### src/rtl/fir_disp_pkg.sv
`default_nettype none
// ============================================================================
// Module      : fir_disp_pkg
// Description : Shared definitions for the FIR peak display stage.
//               - state_t  : peak-tracker FSM state encoding
//               - SEG_0..F : active-low 7-segment patterns {g,f,e,d,c,b,a}
//               - DATA_W_DEF : default filtered-sample width
// Revision    : 1.0 - initial release
// ============================================================================
package fir_disp_pkg;

    localparam int DATA_W_DEF = 16;

    typedef enum logic [1:0] {
        IDLE  = 2'd0,
        ACCUM = 2'd1,
        LATCH = 2'd2
    } state_t;

    // Active-low segment patterns, bit order {g,f,e,d,c,b,a}
    localparam logic [6:0] SEG_0 = 7'b1000000;
    localparam logic [6:0] SEG_1 = 7'b1111001;
    localparam logic [6:0] SEG_2 = 7'b0100100;
    localparam logic [6:0] SEG_3 = 7'b0110000;
    localparam logic [6:0] SEG_4 = 7'b0011001;
    localparam logic [6:0] SEG_5 = 7'b0010010;
    localparam logic [6:0] SEG_6 = 7'b0000010;
    localparam logic [6:0] SEG_7 = 7'b1111000;
    localparam logic [6:0] SEG_8 = 7'b0000000;
    localparam logic [6:0] SEG_9 = 7'b0010000;
    localparam logic [6:0] SEG_A = 7'b0001000;
    localparam logic [6:0] SEG_B = 7'b0000011;
    localparam logic [6:0] SEG_C = 7'b1000110;
    localparam logic [6:0] SEG_D = 7'b0100001;
    localparam logic [6:0] SEG_E = 7'b0000110;
    localparam logic [6:0] SEG_F = 7'b0001110;

endpackage
`default_nettype wire

### src/rtl/hex7seg.sv
`default_nettype none
// ============================================================================
// Module      : hex7seg
// Description : 4-bit nibble to active-low 7-segment decoder (0-F).
// Ports       : i_nibble [3:0] - value to show
//               o_seg    [6:0] - segments {g,f,e,d,c,b,a}, active-low
// Revision    : 1.0 - initial release
// ============================================================================
module hex7seg
    import fir_disp_pkg::*;
(
    input  logic [3:0] i_nibble,
    output logic [6:0] o_seg
);

    always_comb begin
        o_seg = SEG_0;
        case (i_nibble)
            4'h0: o_seg = SEG_0;
            4'h1: o_seg = SEG_1;
            4'h2: o_seg = SEG_2;
            4'h3: o_seg = SEG_3;
            4'h4: o_seg = SEG_4;
            4'h5: o_seg = SEG_5;
            4'h6: o_seg = SEG_6;
            4'h7: o_seg = SEG_7;
            4'h8: o_seg = SEG_8;
            4'h9: o_seg = SEG_9;
            4'hA: o_seg = SEG_A;
            4'hB: o_seg = SEG_B;
            4'hC: o_seg = SEG_C;
            4'hD: o_seg = SEG_D;
            4'hE: o_seg = SEG_E;
            4'hF: o_seg = SEG_F;
            default: o_seg = SEG_0;
        endcase
    end

endmodule
`default_nettype wire

### src/rtl/fir_peak_display.sv
`default_nettype none
// ============================================================================
// Module      : fir_peak_display
// Description : Tracks the peak magnitude of the FIR output over windows of
//               WINDOW valid samples, shows an 8-bit slice of each window's
//               peak on two hex digits and pulses LEDG for LED_CYCLES cycles
//               after every display update.
// Ports       : clk        - system clock, rising edge
//               rst        - asynchronous reset, active-low
//               enable     - block enable; low discards a partial window
//               data_in    - signed filtered sample
//               data_valid - data_in qualifier (no backpressure)
//               LEDG       - high while the update indicator timer runs
//               HEX0/HEX1  - low/high nibble digits, active-low segments
// Revision    : 1.0 - initial release
// ============================================================================
module fir_peak_display
    import fir_disp_pkg::*;
#(
    parameter int DATA_W     = DATA_W_DEF,
    parameter int WINDOW     = 1024,
    parameter int DISP_LSB   = 7,
    parameter int LED_CYCLES = 25_000_000
) (
    input  logic              clk,
    input  logic              rst,
    input  logic              enable,
    input  logic [DATA_W-1:0] data_in,
    input  logic              data_valid,
    output logic              LEDG,
    output logic [6:0]        HEX0,
    output logic [6:0]        HEX1
);

    localparam int CW = (WINDOW > 2) ? $clog2(WINDOW) : 1;
    localparam int LW = $clog2(LED_CYCLES + 1);

    localparam logic [CW-1:0]     c_last     = CW'(WINDOW - 1);
    localparam logic [LW-1:0]     c_led_load = LW'(LED_CYCLES);
    localparam logic [DATA_W-1:0] c_most_neg = {1'b1, {(DATA_W-1){1'b0}}};
    localparam logic [DATA_W-1:0] c_most_pos = {1'b0, {(DATA_W-1){1'b1}}};

    state_t              r_state;
    logic [DATA_W-1:0]   r_peak;
    logic [CW-1:0]       r_count;
    logic [7:0]          r_disp;
    logic [LW-1:0]       r_led_cnt;

    logic [DATA_W-1:0]   w_mag;
    logic [DATA_W-1:0]   w_max;

    // |data_in|; the most negative value has no positive twin, so clamp it.
    always_comb begin
        w_mag = data_in;
        if (data_in[DATA_W-1]) begin
            if (data_in == c_most_neg) begin
                w_mag = c_most_pos;
            end else begin
                w_mag = (~data_in) + DATA_W'(1);
            end
        end
    end

    assign w_max = (w_mag > r_peak) ? w_mag : r_peak;

    always_ff @(posedge clk or negedge rst) begin
        if (!rst) begin
            r_state   <= IDLE;
            r_peak    <= '0;
            r_count   <= '0;
            r_disp    <= '0;
            r_led_cnt <= '0;
        end else begin
            // Indicator timer runs regardless of enable; a latch restarts it.
            if (r_state == LATCH) begin
                r_led_cnt <= c_led_load;
            end else if (r_led_cnt != '0) begin
                r_led_cnt <= r_led_cnt - LW'(1);
            end

            case (r_state)
                IDLE: begin
                    r_peak  <= '0;
                    r_count <= '0;
                    if (enable) begin
                        r_state <= ACCUM;
                    end
                end

                ACCUM: begin
                    if (!enable) begin
                        r_peak  <= '0;
                        r_count <= '0;
                        r_state <= IDLE;
                    end else if (data_valid) begin
                        // Peak keeps the final sample so LATCH sees the full window.
                        r_peak <= w_max;
                        if (r_count == c_last) begin
                            r_count <= '0;
                            r_state <= LATCH;
                        end else begin
                            r_count <= r_count + CW'(1);
                        end
                    end
                end

                LATCH: begin
                    r_disp <= r_peak[DISP_LSB+7:DISP_LSB];
                    // A sample arriving now is the first of the next window.
                    if (enable && data_valid) begin
                        r_peak  <= w_mag;
                        r_count <= CW'(1);
                    end else begin
                        r_peak  <= '0;
                        r_count <= '0;
                    end
                    r_state <= enable ? ACCUM : IDLE;
                end

                default: begin
                    r_peak  <= '0;
                    r_count <= '0;
                    r_state <= IDLE;
                end
            endcase
        end
    end

    assign LEDG = (r_led_cnt != '0);

    hex7seg u_hex_lo (
        .i_nibble (r_disp[3:0]),
        .o_seg    (HEX0)
    );

    hex7seg u_hex_hi (
        .i_nibble (r_disp[7:4]),
        .o_seg    (HEX1)
    );

endmodule
`default_nettype wire

### config.mk
export PLATFORM = sky130hd
export DESIGN_NAME = fir_peak_display
export DESIGN_NICKNAME = d
export VERILOG_FILES = /design/src/rtl/fir_disp_pkg.sv /design/src/rtl/hex7seg.sv /design/src/rtl/fir_peak_display.sv
export SDC_FILE = /design/constraint.sdc
export NUM_CORES = 1
export LEC_CHECK = 0
export ABC_AREA = 1
export BUFFER_PORTS_ARGS = -buffer_cell sky130_fd_sc_hd__buf_2
export CAP_MARGIN = 10
export CELL_PAD_IN_SITES_DETAIL_PLACEMENT = 0
export CELL_PAD_IN_SITES_GLOBAL_PLACEMENT = 2
export CORE_MARGIN = 2
export CORE_UTILIZATION = 30
export DETAILED_ROUTE_END_ITERATION = 8
export GPL_TIMING_DRIVEN = 0
export PLACE_DENSITY = 0.83
export SYNTH_ARGS = -nofsm -noshare
export SYNTH_HDL_FRONTEND = slang
export SYNTH_SLANG_ARGS = --single-unit
### constraint.sdc
create_clock -name clk -period 2.5 [get_ports clk]
set_input_delay 0.125 -clock clk [delete_from_list [all_inputs] [get_ports clk]]
set_output_delay 0.125 -clock clk [all_outputs]
set_load 0.01 [all_outputs]
# Word level (Yosys, flattened, before mapping)
# Memories as Yosys holds them, arrays and structs flattened.
# Cells that the tools add are included.
# totals
reg_bits,61
mem_bits_ro,224
inputBits,20
elab_cells,46
n_memories,2
# classes
n_addsub,3
n_lt_le_gt_ge,1
eq_ne,8
mux,20
bitwise,1
reduce_logical,6
# mem_list
memory,depth,width,rd,rd_ports_with_merged_regs,write_ports,line,rtl
(name not given),16,7,1,0,0,hex7seg.sv:18,case (i_nibble)
(name not given),16,7,1,0,0,hex7seg.sv:18,
# ops
cell,count
$mux 16,6
$mux 25,2
$pmux 16 s2,1
$mux 10,3
$reduce_bool 25->1,1
$sub 25x1->25 const B,1
$pmux 10 s2,1
$add 16x1->16 const B,1
$eq 16x16->1 const B,1
$gt 16x16->1,1
$not 16->16,1
$add 10x1->10 const B,1
$eq 10x10->1 const B,1
$ne 3x3->1 const B,3
$mux 2,4
$pmux 2 s3,1
$reduce_and 3->1,1
$eq 2x1->1 const B,1
$eq 2x2->1 const B,1
$logic_not 2->1,1
$mux 1,2
$ne 2x2->1 const B,1
$reduce_and 2->1,1
$reduce_bool 2->1,1
$logic_and 1x1->1,1

# Depth between registers and ports, before layout
# Gate-level depths: netlist of run 1.
# depth
depth_word,9
ltp_mapped,22
depth_no_buf,21

# Modules after synthesis
# A second synthesis of run 1 with hierarchy kept.
# hier_totals
cells_unflattened,657
hier_area_um2,4707.0
# by_module_without_submodules
mod,instances,cells_each,area_per_inst_um2,seq_area_each_um2
fir_peak_display,1,559,4159.0,1526.5
hex7seg,2,49,274.0,0.0

# Worst setup path after synthesis of run 1
# OpenSTA, ideal clock, no wires.
# synth_timing
path_type,input to register
startpoint,input port data_in[0]
endpoint,register r_peak[0]
setup_ns,0.117
arrival_ns,2.068
setup_slack_ns,0.315
cell_stages,18
path_buffers,2
cell_sequence,inv_1 -> ha_1 -> nand4_2 -> nor2_4 -> nand4_2 -> buf_6 -> nand3_2 -> ha_1 -> a21o_1 -> nor2_1 -> nand2_1 -> nand2_1 -> nand2_1 -> nand2_4 -> nand2_4 -> buf_6 -> nand3_1 -> nand2_1
# synth_between
elab_chain_cells,8
elab_cells_between_ends,13
classes_between,1 x add/sub; 1 x order compare; 2 x eq/ne; 7 x mux; 1 x bitwise; 1 x reduce/logical
# synth_lines
element,line,rtl
from (decl),fir_peak_display.sv:28,"input logic [DATA_W-1:0] data_in,"
$not 16->16,fir_peak_display.sv:59,w_mag = (~data_in) + DATA_W'(1);
$add 16x1->16,fir_peak_display.sv:59,
$mux 16,fir_peak_display.sv:56,if (data_in == c_most_neg) begin
$mux 16 *,fir_peak_display.sv:55,if (data_in[DATA_W-1]) begin
"parallel branches: the longest is 4 deep, another holds $gt 16x16->1",n/a,
to (signal assigned),fir_peak_display.sv:97,r_peak <= w_max;
to (signal assigned),fir_peak_display.sv:111,r_peak <= w_mag;
to (decl),fir_peak_display.sv:44,logic [DATA_W-1:0] r_peak;
# Every way passes the cells marked *. The select of a mux whose other input is x is not followed.
# A chain may end at the register's enable or synchronous reset.

# Worst setup path in the final report of run 1
# layout_timing
startpoint,input port data_in[2]
endpoint,register r_peak[1]
# layout_between
elab_chain_cells,7
elab_cells_between_ends,13
classes_between,1 x add/sub; 1 x order compare; 2 x eq/ne; 7 x mux; 1 x bitwise; 1 x reduce/logical
# layout_lines
element,line
$not 16->16 / $eq 16x16->1 (equally long branches),"fir_peak_display.sv:59, fir_peak_display.sv:56"
$add 16x1->16 / $mux 16 (equally long branches),"fir_peak_display.sv:59, fir_peak_display.sv:56"
"$mux 16, on equally long branches","fir_peak_display.sv:56, fir_peak_display.sv:55"
$mux 16 *,fir_peak_display.sv:55
$gt 16x16->1 / $mux 16 (equally long branches),"fir_peak_display.sv:64, fir_peak_display.sv:95"
$ne 3x3->1 (no source line) / $mux 16 (equally long branches),n/a
$reduce_and 2->1 (no source line) / $pmux 16 s2 (equally long branches),n/a
# Every way passes the cells marked *; elsewhere a longest branch is shown, timed or not. The select of a mux whose other input is x is not followed.

==> results of run 1 <==
## placed cells by master (no fill, tap or decap), drive strengths merged, types with 2 or more instances in the layout
master / n
nand2: 181
inv: 99
nand3: 85
nor2: 78
dfrtp: 61
buf: 42
ha: 35
a21oi: 31
o21ai: 31
clkbuf: 19
nor3: 12
nand4: 9
or2: 7
clkinv: 7
xor2: 6
nor4: 3
nand3b: 3
o21a: 3
o31ai: 2
o22ai: 2
## logic make-up after synthesis
logic type / Yosys count
and+or+nand+nor: 379
buffers and inverters: 117
AOI/OAI and AO/OA: 77
DFF: 61
adders and majority gates: 35
xor gates and xnor gates: 7
## metal layers
layer	part of all wire, %	vias up	GRT usage, %
li1	-	2270	-
met1	51	2037	19.89
met2	45	50	23.93
met3	2.4	13	2.230
met4	1.7	0	5.376
met5	0	-	0
## metrics by stage
step,utilization [%],setup TNS (ps),cell area (um2)
after global routing,35.96,0,5507
after floorplan,-,0,4728
after global placement,33.71,-2245,5162
after CTS,35.70,0,5468
final,35.96,0,5507
after detailed placement,33.73,-2368,5165
## critical path, stage by stage
cell      delay, ps
buf_2           100
inv_1           170
nand3_2         160
nor2_4          180
nand3b_1        170
a311oi_2        330
ha_1            300
a21oi_1         120
o21ai_0         110
a21oi_2         140
nand2_1         100
nand2_4         100
nand2_4          80
buf_6           160
nand3_1          70
nand2_1          50
## state kept, by name, indices dropped and copies added, names as in the netlist
name       flops
r_count       10
r_disp         8
r_led_cnt     25
r_peak        16
r_state        2
## cell type report
type	count	share of cell area [%]
Sequential cell	61	27.72
Multi-Input combinational cell	498	50.22
Inverter	102	6.998
Tap cell	211	4.794
Timing Repair Buffer	36	3.454
Clock inverter	5	0.9089
Buffer	15	1.500
Clock buffer	11	4.408
## worst min-delay path by stage
| stage | endpoint | from | slack [ps] |
|---|---|---|---|
| finish | r_state[1]$_DFFE_PN0P_ | enable | 140 |
| global route | r_state[1]$_DFFE_PN0P_ | enable | 170 |
| CTS | r_state[1]$_DFFE_PN0P_ | enable | 140 |
| detailed placement | r_led_cnt[20]$_DFFE_PN0P_ | rst | 280 |
| global placement | r_state[1]$_DFFE_PN0P_ | enable | 490 |
| floorplan | r_count[0]$_DFFE_PN0P_ | rst | -170 |
## power breakdown
part	internal (mW)	switching, mW
clock	0.791	0.443
combinational	0.664	1.18
sequential	1.19	0.207
## timing repair
action                                 4_1_cts  5_1_grt
buffers inserted                             0        1
endpoints found under the hold margin       61        0
hold buffers                                 1        0
gates resized for setup                      0        6
setup endpoints to repair                    0       10
## cell usage after synthesis, types with 2 or more instances
library cell	n
a21oi_1	31
buf_2	3
buf_4	2
buf_6	2
clkbuf_1	8
clkinv_1	3
dfrtp_1	61
ha_1	35
inv_1	96
inv_2	2
nand2_1	174
nand2_2	5
nand2_4	2
nand3_1	72
nand3_2	12
nand3b_1	3
nand4_1	7
nand4_2	2
nor2_1	61
nor2_2	12
nor2_4	4
nor3_1	10
nor3_2	2
nor4_1	3
o21a_1	3
o21ai_0	28
o21ai_1	3
o31ai_1	2
or2_2	6
xor2_1	6
==> metrics.md, run 1 <==
| Metric | Value |
|---|---|
| Status | `completed` |
| Nets | `778` |
| Worst slew margin | `47.08%` |
| Via density | `4.654` |
| Io pins | `35` |
| Mux cell area share after synthesis | `0%` |
| Clock transition at path regs | `approximately 50 ps` |
| Crit share post-route | `90.29%` |
| Layout cell share with drive strength beyond 1 | `15.52%` |
| Fillers | `between 1.5k and 2k` |
| Routability cong. | `0.8277` |
| Last element of the critical path | `r_peak[1]$_DFFE_PN0P_` |
| Slew @ Worst Pin | `~790 ps` |
| Max Cap Viol | `0` |
| Final hold violations | `0` |
| Flop and latch count out of synthesis | `61` |
| Cells after synthesis | `676` |
| Drt initial violations | `163` |
| Distinct cells, synth | `46` |
| Routed WL per cell | `approximately 12 um` |
| Critical Path AT | `2470 ps` |
| Total power | `~4.5 mW` |
| Final hold slack | `139.6 ps` |
| Post-synth top area cell | `dfrtp_1` |
| Post-Synth Adder-Cell Area | `9.262%` |
| GR Overflow Total | `0` |
| FP Rows | `45` |
| Main combinational cell family by area after synthesis | `simple AND/OR/NAND/NOR gates` |
| Ys flop type | `dfrtp_1` |
| Root buf cell | `clkbuf_16` |
| Vias in the first global route | `4,161` |
| Number of synthesized flops with an enable pin | `0` |
| Detailed Routing Iterations Pass 1 | `5` |
| Worst Setup SP | `data_in[2]` |
| Area occupied by multi-input gates | `0.002765 mm2` |
| CP Capture Type | `register` |
| Power Density | `813.3 mW/mm2` |
| Drt total wl | `11,510 um` |
| Worst r2r src | `r_state[0]$_DFFE_PN0P_` |
| Sequential-to-total area share from yosys stat | `32.28%` |
| Worst R2R Setup Slack | `550 ps` |
| Clock Skew | `6.915 ps` |
| Final Max Slew Viols | `0` |
| Crit path launch type | `input pin` |
| Synth Area in Compound Gates | `9.103%` |
| RSZ-0062 raised after global routing | `no` |
| Pin count of the biggest net entering global routing | `62` |
| Worst VDD drop | `approximately 410 uV` |
| Initial Util | `a little under a third` |
| CP Data Required Time | `2720 ps` |
| Post-layout minimum cycle time | `approximately 2300 ps` |
| F_max | `about 0.44 GHz` |
| Die area | `0.01678 mm2` |
| Top cells by area, synth | `dfrtp_1, nand2_1, ha_1, nand3_1, inv_1` |
| Number of port buffers | `34` |
| Initial antenna violation count | `0` |
| Pre-CTS setup slack | `-213.2 ps` |
| DRC | `0` |
| Die height | `approximately 130 um` |
| CTS Buffer Depth | `2` |
| Worst-Skew Late Latency | `~330 ps` |
| Clk sink count | `61` |
| First-pass GRT wire length | `19,640 um` |
| DR vias | `4,370` |
| GRT Util Overall | `between 10 and 15%` |
| Leakage power | `2.709 nW` |
| Layout Cells excl Fill | `~940` |
| Final setup vio count | `0` |
| R2R Path End | `r_peak[1]$_DFFE_PN0P_` |
| Cell count of the worst hold path | `3` |
| Warnings, synthesis | `0` |
| CORE AREA | `0.01531 mm2` |
| XOR/XNOR share of the synthesized area | `1.297%` |
| HPWL after DPL | `about 8900 um` |
| Area Overhead vs Synth | `16.46%` |
| PnR worst setup slack | `242.8 ps` |
| Register area | `approximately 0.0015 mm2` |
| CP max FO | `10` |
| Synth Cell Area | `roughly 0.0047 mm2` |
| Post-synth ARST share | `100.0%` |
| Synth top area share | `between 30% and 40%` |
| H-tree depth | `3` |
| Simple-Gate Fraction of Synth Area | `38.16%` |
| Hold WC Path Type | `in2reg` |
| FF-to-FF path depth | `9` |
| # diodes | `0` |
| Syn Area/Cell | `approximately 7 um2` |
| Synth Net Count | `731` |
| Placed insts | `921` |
| Post-detailed-route count of antenna-violating nets | `0` |
| Die X-Extent | `129.5 um` |
| Cts bufs inserted | `9` |
| Setup CP Type | `in2reg` |
| CTS tree | `done` |
Note: power is estimated with default switching activity, not from simulation.
==> run 2, diff against run 1 <==
Settings changed: CORE_MARGIN 2 to 4.
==> run 2 against run 1 <==
Register-to-register slack about the same. Wire length grew 0.37%. Sequential power barely moved. Worst hold slack better by 11 ps. Combinational power about the same. Sequential share of layout area down 0.050 points. Core utilization increased by 0.065 points. Clock skew down 1.6 ps. Setup slack gained 3.7 ps. First-iteration DRC count up 28%. Global-route usage shrank 1.2 points. Non-clock buffer count up 3. Largest cell class unchanged. Highest routed layer unchanged.
==> metrics.md, run 2 (synthesis gave the netlist of run 1 again) <==
| Metric | Value |
|---|---|
| CP Data Required Time | `2720 ps (about the same)` |
| Cts bufs inserted | `9 (unchanged)` |
| Initial Util | `30.87% (unchanged)` |
| Routability cong. | `0.8202 (-0.91%)` |
| Clk sink count | `61 (unchanged)` |
| Root buf cell | `clkbuf_16` |
| GR Overflow Total | `0 (unchanged)` |
| Final hold violations | `0 (unchanged)` |
| Pre-CTS setup slack | `-210.3 ps (+2.920 ps)` |
| CORE AREA | `0.01531 mm2 (unchanged)` |
| Met1 WL | `5789 um (-0.43%)` |
| Io pins | `35 (unchanged)` |
| GRT Util Overall | `13.49% (-1.2 points)` |
| Final setup TNS | `0 ps (unchanged)` |
| Max FFs per register | `25 (unchanged)` |
| Worst VDD drop | `326.6 uV (-21%)` |
| HPWL after DPL | `8831 um (-0.75%)` |
| Die area | `0.01783 mm2 (+6.3%)` |
| Critical Path Max Stage Delay | `250 ps (-80 ps)` |
| Area Overhead vs Synth | `16.67%` |
| Cell family contributing the most delay on the critical path | `simple AND/OR/NAND/NOR gates` |
| CTS Buffer Depth | `2 (unchanged)` |
| Max stage delay cell, worst path | `ha_1` |
| Pin count of the biggest net entering global routing | `62 (unchanged)` |
| Crit path launch type | `input pin` |
| Routed WL per cell | `12.27 um (about the same)` |
| Final setup vio count | `0 (unchanged)` |
| Commonest non-fill, non-tap cell in the layout | `nand2_1` |
| FP Rows | `45 (unchanged)` |
| Clock transition at path regs | `50 ps (about the same)` |
| Initial antenna violation count | `0 (unchanged)` |
| Commonest cells after routing, fill and taps aside | `nand2_1, inv_1, nand3_1, nor2_1, dfrtp_1` |
| DR vias | `4,382 (+0.27%)` |
| Final Max Slew Viols | `0 (unchanged)` |
| Most flop-heavy register | `r_led_cnt` |
| Nets | `781 (+0.39%)` |
| PnR worst setup slack | `246.6 ps (+3.736 ps)` |
| Drt total wl | `11,560 um (+0.37%)` |
| Detailed-routed wire length on met2 | `5327 um (+1.8%)` |
| Status | `completed` |
| Number of port buffers | `34 (unchanged)` |
| DRC | `0 (unchanged)` |
| CP max FO | `10 (unchanged)` |
| Clock Skew | `5.330 ps (-1.585 ps)` |
| Leakage power | `2.714 nW (+0.20%)` |
| Max Cap Viol | `0 (unchanged)` |
| Worst slew margin | `45.97% (-1.1 points)` |
| Bufs and invs on worst path | `4 (+1)` |
| Die height | `133.5 um (+3.1%)` |
| Critical Path AT | `2470 ps (about the same)` |
| CTS tree | `done` |
| CP Capture Type | `register` |
| Biggest regs | `r_led_cnt: 25 flops, r_peak: 16 flops, r_count: 10 flops` |
| # diodes | `0 (unchanged)` |
| F_max | `0.4438 GHz (+0.17%)` |
| Crit share post-route | `90.14% (-0.15 points)` |
| Vias in the first global route | `4,281 (+2.9%)` |
| CP dominant cell by count | `nand2_1` |
| Worst path cell trace | `buf_2 -> inv_1 -> ha_4 -> nand4_4 -> nor2_4 -> nand4_2 -> buf_6 -> nand3_2 -> ha_1 -> a21oi_1 -> nand2_1 -> a21oi_1 -> nand2_1 -> nand2_4 -> nand2_4 -> buf_6 -> nand3_1 -> nand2_1` |
| Highest Signal Layer | `met4` |
| Setup CP Type | `in2reg` |
| Layout cell share with drive strength beyond 1 | `15.60% (+0.073 points)` |
| Met3 WL | `296 um (+8.4%)` |
| Detailed Routing Iterations Pass 1 | `4 (-1)` |
| Slew @ Worst Pin | `810.5 ps (+16.64 ps)` |
| Worst-Skew Late Latency | `330 ps (about the same)` |
| Hold WC Path Type | `in2reg` |
| Die X-Extent | `133.5 um (+3.1%)` |
| First-pass GRT wire length | `19,980 um (+1.7%)` |
| Post-detailed-route count of antenna-violating nets | `0 (unchanged)` |
| Drt initial violations | `208 (+28%)` |
| Post-layout minimum cycle time | `2253 ps (-3.736 ps)` |
| Via density | `4.652 (about the same)` |
| Power Density | `798.9 mW/mm2 (-1.8%)` |
| Final hold slack | `151.1 ps (+11.44 ps)` |
| H-tree depth | `3 (unchanged)` |
==> run 2: final timing paths <==
path	startpoint	to	slack, ps	cells after the start
max	data_in[0]	r_peak[1]$_DFFE_PN0P_	250	18
min	enable	r_state[1]$_DFFE_PN0P_	150	3
max reg2reg	r_state[0]$_DFFE_PN0P_	r_peak[1]$_DFFE_PN0P_	560	9
min reg2reg	r_peak[15]$_DFFE_PN0P_	r_peak[15]$_DFFE_PN0P_	510	2
max in group asynchronous	rst	r_count[4]$_DFFE_PN0P_	1540	2
min in group asynchronous	rst	r_led_cnt[21]$_DFFE_PN0P_	430	2
==> run 2: area by class of cell <==
type	count	area, um2
Fill cell	1665	9798
Multi-Input combinational cell	498	2766
Sequential cell	61	1526
Inverter	102	385.4
Tap cell	211	264.0
Clock buffer	12	256.5
Timing Repair Buffer	39	212.7
Buffer	15	82.58
Clock inverter	4	22.52
==> run 2: metrics by stage <==
step                      util [%]  cells  total power [mW]  instance area, um2
after floorplan                  -    676             2.696                4728
after global placement       33.71    921             3.230                5162
after detailed placement     33.73    921             3.260                5165
after CTS                    35.61    938             4.466                5454
after global routing         36.02    942             4.805                5517
final                        36.02    942             4.407                5517
==> run 2: worst register-to-register path: stages, from the launching register on <==
cell	delay, ps
dfrtp_1	390
inv_1	80
ha_1	310
inv_1	80
nor2_1	80
a31oi_1	300
inv_1	200
buf_2	230
nand3_1	100
nand2_1	60
==> run 2: repair_timing <==
| action | CTS | global route |
|---|---|---|
| buffers inserted | 0 | 4 |
| gates resized for setup | 0 | 5 |
| hold buffers | 1 | 0 |
| endpoints found under the hold margin | 61 | 0 |
| endpoints found under the setup margin | 0 | 10 |
==> run 2: per-layer routing <==
| layer | track usage (%) | up-vias |
|---|---|---|
| met4 | 4.800 | 0 |
| li1 | - | 2276 |
| met3 | 2.077 | 11 |
| met1 | 18.46 | 2035 |
| met2 | 21.64 | 60 |
| met5 | 0 | - |
==> run 2: power by group <==
part	total [mW]	leakage (nW)	switching (mW)	internal [mW]
clock network	1.16	0.138	0.445	0.719
registers	1.40	0.773	0.204	1.19
logic	1.84	1.80	1.18	0.667
==> run 3, diff against run 2 <==
Settings changed: ABC_AREA 1 to unset, CORE_MARGIN 4 to 1, CORE_UTILIZATION 30 to 41, PLACE_DENSITY 0.83 to 0.95.
==> run 3 against run 2 <==
The flow now finishes with violations (negative setup slack). Synthesized cell count fell by 26%. Register-to-register slack got worse by 650 ps. Core utilization up 16 points. Setup slack worse by 1300 ps. Fmax decreased by 37%. Worst hold slack worse by 18 ps. Cell count down 25%. Clock power down 21%.
==> metrics.md, run 3 <==
| Metric | Value |
|---|---|
| Register area | `0.001526 mm2 (unchanged)` |
| Final hold slack | `132.8 ps (-18.27 ps)` |
| DR vias | `3,875 (-12%)` |
| Setup CP Type | `in2reg` |
| # diodes | `0 (unchanged)` |
| Post-synth ARST share | `100.0% (unchanged)` |
| Leakage power | `2.307 nW (-15%)` |
| Cts bufs inserted | `9 (unchanged)` |
| First-pass GRT wire length | `17,950 um (-10%)` |
| Die height | `106.1 um (-21%)` |
| RSZ-0062 raised after global routing | `yes` |
| Fillers | `979 (-41%)` |
| GRT Util Overall | `20.01% (+6.5 points)` |
| Psw | `1.657 mW (-9.2%)` |
| Routed WL per cell | `14.94 um (+22%)` |
| Post-layout minimum cycle time | `3551 ps (+1297 ps)` |
| Pint | `2.683 mW (+4.0%)` |
| Clock transition at path regs | `70 ps (+20 ps)` |
| Comb power frac | `43.8% (+2.0 points)` |
| Pre-CTS setup slack | `-1770 ps (-1560 ps)` |
| Critical Path AT | `3790 ps (+1320 ps)` |
| Sequential share of power | `35.2% (+3.5 points)` |
| Placed insts | `670 (-27%)` |
| PnR worst setup slack | `-1051 ps (-1297 ps)` |
| Worst VDD drop | `365.0 uV (+12%)` |
| Synth Cell Area | `0.004443 mm2 (-6.0%)` |
| Crit share post-route | `142.0% (+52 points)` |
| Most flop-heavy register | `r_led_cnt` |
| Die X-Extent | `106.1 um (-21%)` |
| HPWL after DPL | `7390 um (-16%)` |
| Initial antenna violation count | `0 (unchanged)` |
| CORE AREA | `0.01042 mm2 (-32%)` |
| Worst slew margin | `45.95% (about the same)` |
| DRC | `0 (unchanged)` |
| GR Overflow Total | `0 (unchanged)` |
| Clk sink count | `61 (unchanged)` |
| Power Density | `800.6 mW/mm2 (+0.22%)` |
| H-tree depth | `3 (unchanged)` |
| Top-count cell post-synth | `dfrtp_1` |
| Area Overhead vs Synth | `22.02%` |
| Layout cell share with drive strength beyond 1 | `24.21% (+8.6 points)` |
| Via density | `5.489 (+18%)` |
| CTS Buffer Depth | `2 (unchanged)` |
| Final setup vio count | `16 (+16)` |
| Pin count of the biggest net entering global routing | `62 (unchanged)` |
| Failing checks | `negative setup slack` |
| Root buf cell | `clkbuf_8` |
| Syn Area/Cell | `8.868 um2 (+27%)` |
| Sw Share | `38.18% (-3.2 points)` |
| Power share of the clock group | `21.0% (-5.4 points)` |
| Crit path launch type | `input pin` |
| Initial Util | `42.65% (+12 points)` |
| Post-synth top area cell | `dfrtp_1` |
| Number of port buffers | `33 (-2.9%)` |
| Warnings, synthesis | `0 (unchanged)` |
| CTS tree | `done` |
| Slew @ Worst Pin | `810.7 ps (+0.2387 ps)` |
| Ys flop type | `dfrtp_1` |
| CP Data Required Time | `2730 ps (about the same)` |
| Detailed Routing Iterations Pass 1 | `4 (unchanged)` |
| Top cells by area, synth | `dfrtp_1, ha_1, nand2_1, a21oi_1, nor2_1` |
| Worst Setup SP | `data_in[9]` |
| Drt initial violations | `168 (-19%)` |
| Final hold violations | `0 (unchanged)` |
| FP Rows | `37 (-18%)` |
| Worst r2r src | `r_peak[14]$_DFFE_PN0P_` |
| Sequential-to-total area share from yosys stat | `34.36% (+2.1 points)` |
| Layout Cells excl Fill | `706 (-25%)` |
| Max FFs per register | `25 (unchanged)` |
| Post-Place Cell Area | `0.004852 mm2 (-6.1%)` |
| Vias in the first global route | `3,796 (-11%)` |
| Cells after synthesis | `501 (-26%)` |
| Max Cap Viol | `0 (unchanged)` |
| Post-synth top cells | `dfrtp_1, nand2_1, nor2_1` |
| CP Capture Type | `register` |
| Distinct cells, synth | `62 (+35%)` |
| Hold WC Path Type | `in2reg` |
| Biggest regs | `r_led_cnt: 25 flops, r_peak: 16 flops, r_count: 10 flops` |
| Die area | `0.01126 mm2 (-37%)` |
| Nets | `620 (-21%)` |
| Post-route cell area | `0.005421 mm2 (-1.7%)` |
| CP max FO | `4 (-6)` |
| Hold wc startpoint | `enable` |
| Flop and latch count out of synthesis | `61 (unchanged)` |
| F_max | `0.2816 GHz (-37%)` |
| Routability cong. | `0.8053 (-1.8%)` |
| Io pins | `35 (unchanged)` |
| Final Max Slew Viols | `0 (unchanged)` |
| Worst-Skew Late Latency | `340 ps (about the same)` |
| Final setup TNS | `-16,360 ps (-16,360 ps)` |
| Status | `complete, but fails checks` |
| Drt total wl | `10,550 um (-8.7%)` |
| Synth Net Count | `556 (-24%)` |
| Commonest non-fill, non-tap cell in the layout | `dfrtp_1` |
| Area occupied by multi-input gates | `0.002835 mm2 (+2.5%)` |
| Post-detailed-route count of antenna-violating nets | `0 (unchanged)` |
| Commonest cells after routing, fill and taps aside | `dfrtp_1, nand2_1, nor2_1, ha_1` |
| Clock Skew | `9.772 ps (+4.442 ps)` |
| Synth top area share | `34.36% (+2.1 points)` |
| Number of synthesized flops with an enable pin | `0 (unchanged)` |
[run 3: cell count changes after synthesis, moves of 13 or more]
| cell | previous run | this run |
|---|---|---|
| nand2_1 | 174 | 41 |
| inv_1 | 96 | 34 |
| nand3_1 | 72 | 11 |
| nor2_1 | 61 | 38 |
| or4_1 | 0 | 18 |
| mux2i_1 | 0 | 14 |
| o31ai_1 | 2 | 15 |
[run 3: metrics by stage]
stage               total power [mW]  util, %
floorplan                      2.709        -
global placement               3.152    46.56
detailed placement             3.204    46.58
CTS                            4.330    51.06
global route                   4.689    52.05
finish                         4.341    52.05
[run 3: power by group through the flow]
stage	Clock (mW)	Sequential [mW]	Combinational, mW
final	0.911	1.53	1.90
after global routing	0.982	1.57	2.13
after CTS	0.942	1.51	1.88
after detailed placement	0	1.54	1.66
after global placement	0	1.53	1.62
after floorplan	0	1.47	1.24
[run 3: layout make-up]
type                    instances  share of cell area (%)
plain buffers                  20                   2.077
clock buffers                  13                   2.931
clock inverters                 3                  0.8078
inverters                      35                   2.793
multi-input cells             378                   52.30
flip-flops and latches         61                   28.16
well taps                     136                   3.139
repair buffers                 60                   7.801
[run 3: metal layers]
| layer | routed length [um] | up-vias | GRT usage (%) | part of all wire [%] |
|---|---|---|---|---|
| met5 | 0 | - | 0 | 0 |
| met4 | 112 | 0 | 3.869 | 1.1 |
| met3 | 316 | 8 | 5.028 | 3.0 |
| met2 | 5133 | 60 | 33.95 | 49 |
| met1 | 4986 | 1850 | 25.76 | 47 |
| li1 | - | 1957 | - | - |
[run 3: cell families (layout without fill, tap and decap cells)]
family / count (synthesis) / after routing / synth area share [%]
AO/OA/AOI/OAI: 122 / 122 / 18.50
XOR/XNOR: 17 / 17 / 3.351
buffers and inverters: 62 / 131 / 5.519
AND/OR/NAND/NOR: 176 / 176 / 21.12
multiplexers: 28 / 28 / 7.293
adder cells (fa/ha/maj): 35 / 35 / 9.856
flip-flops: 61 / 61 / 34.36
[run 3: worst max-delay path, stage by stage]
cell,delay [ps]
buf_8,90
or4_4,540
or4_4,560
or4_4,440
a21oi_2,160
ha_1,150
nand4_1,160
buf_4,190
or4_4,440
o21a_1,200
o32a_1,180
buf_6,140
buf_12,120
mux2_4,290
[run 3: timing repair]
action,4_1_cts,5_1_grt
pin swaps,12,8
hold buffers,1,0
resized for setup,23,21
setup endpoints to repair,20,28
setup buffers,20,6
endpoints found under the hold margin,61,0
[run 3: final timing paths]
path / to / slack (ps) / depth (start not counted)
worst min-delay path: r_state[1]$_DFFE_PN0P_ / 130 / 3
worst max-delay path: r_peak[6]$_DFFE_PN0P_ / -1050 / 14
max in group asynchronous: r_peak[15]$_DFFE_PN0P_ / 1560 / 2
min in group asynchronous: r_disp[4]$_DFFE_PN0P_ / 420 / 2
worst min register to register: r_disp[5]$_DFFE_PN0P_ / 490 / 2
worst max register to register: r_peak[6]$_DFFE_PN0P_ / -90 / 10
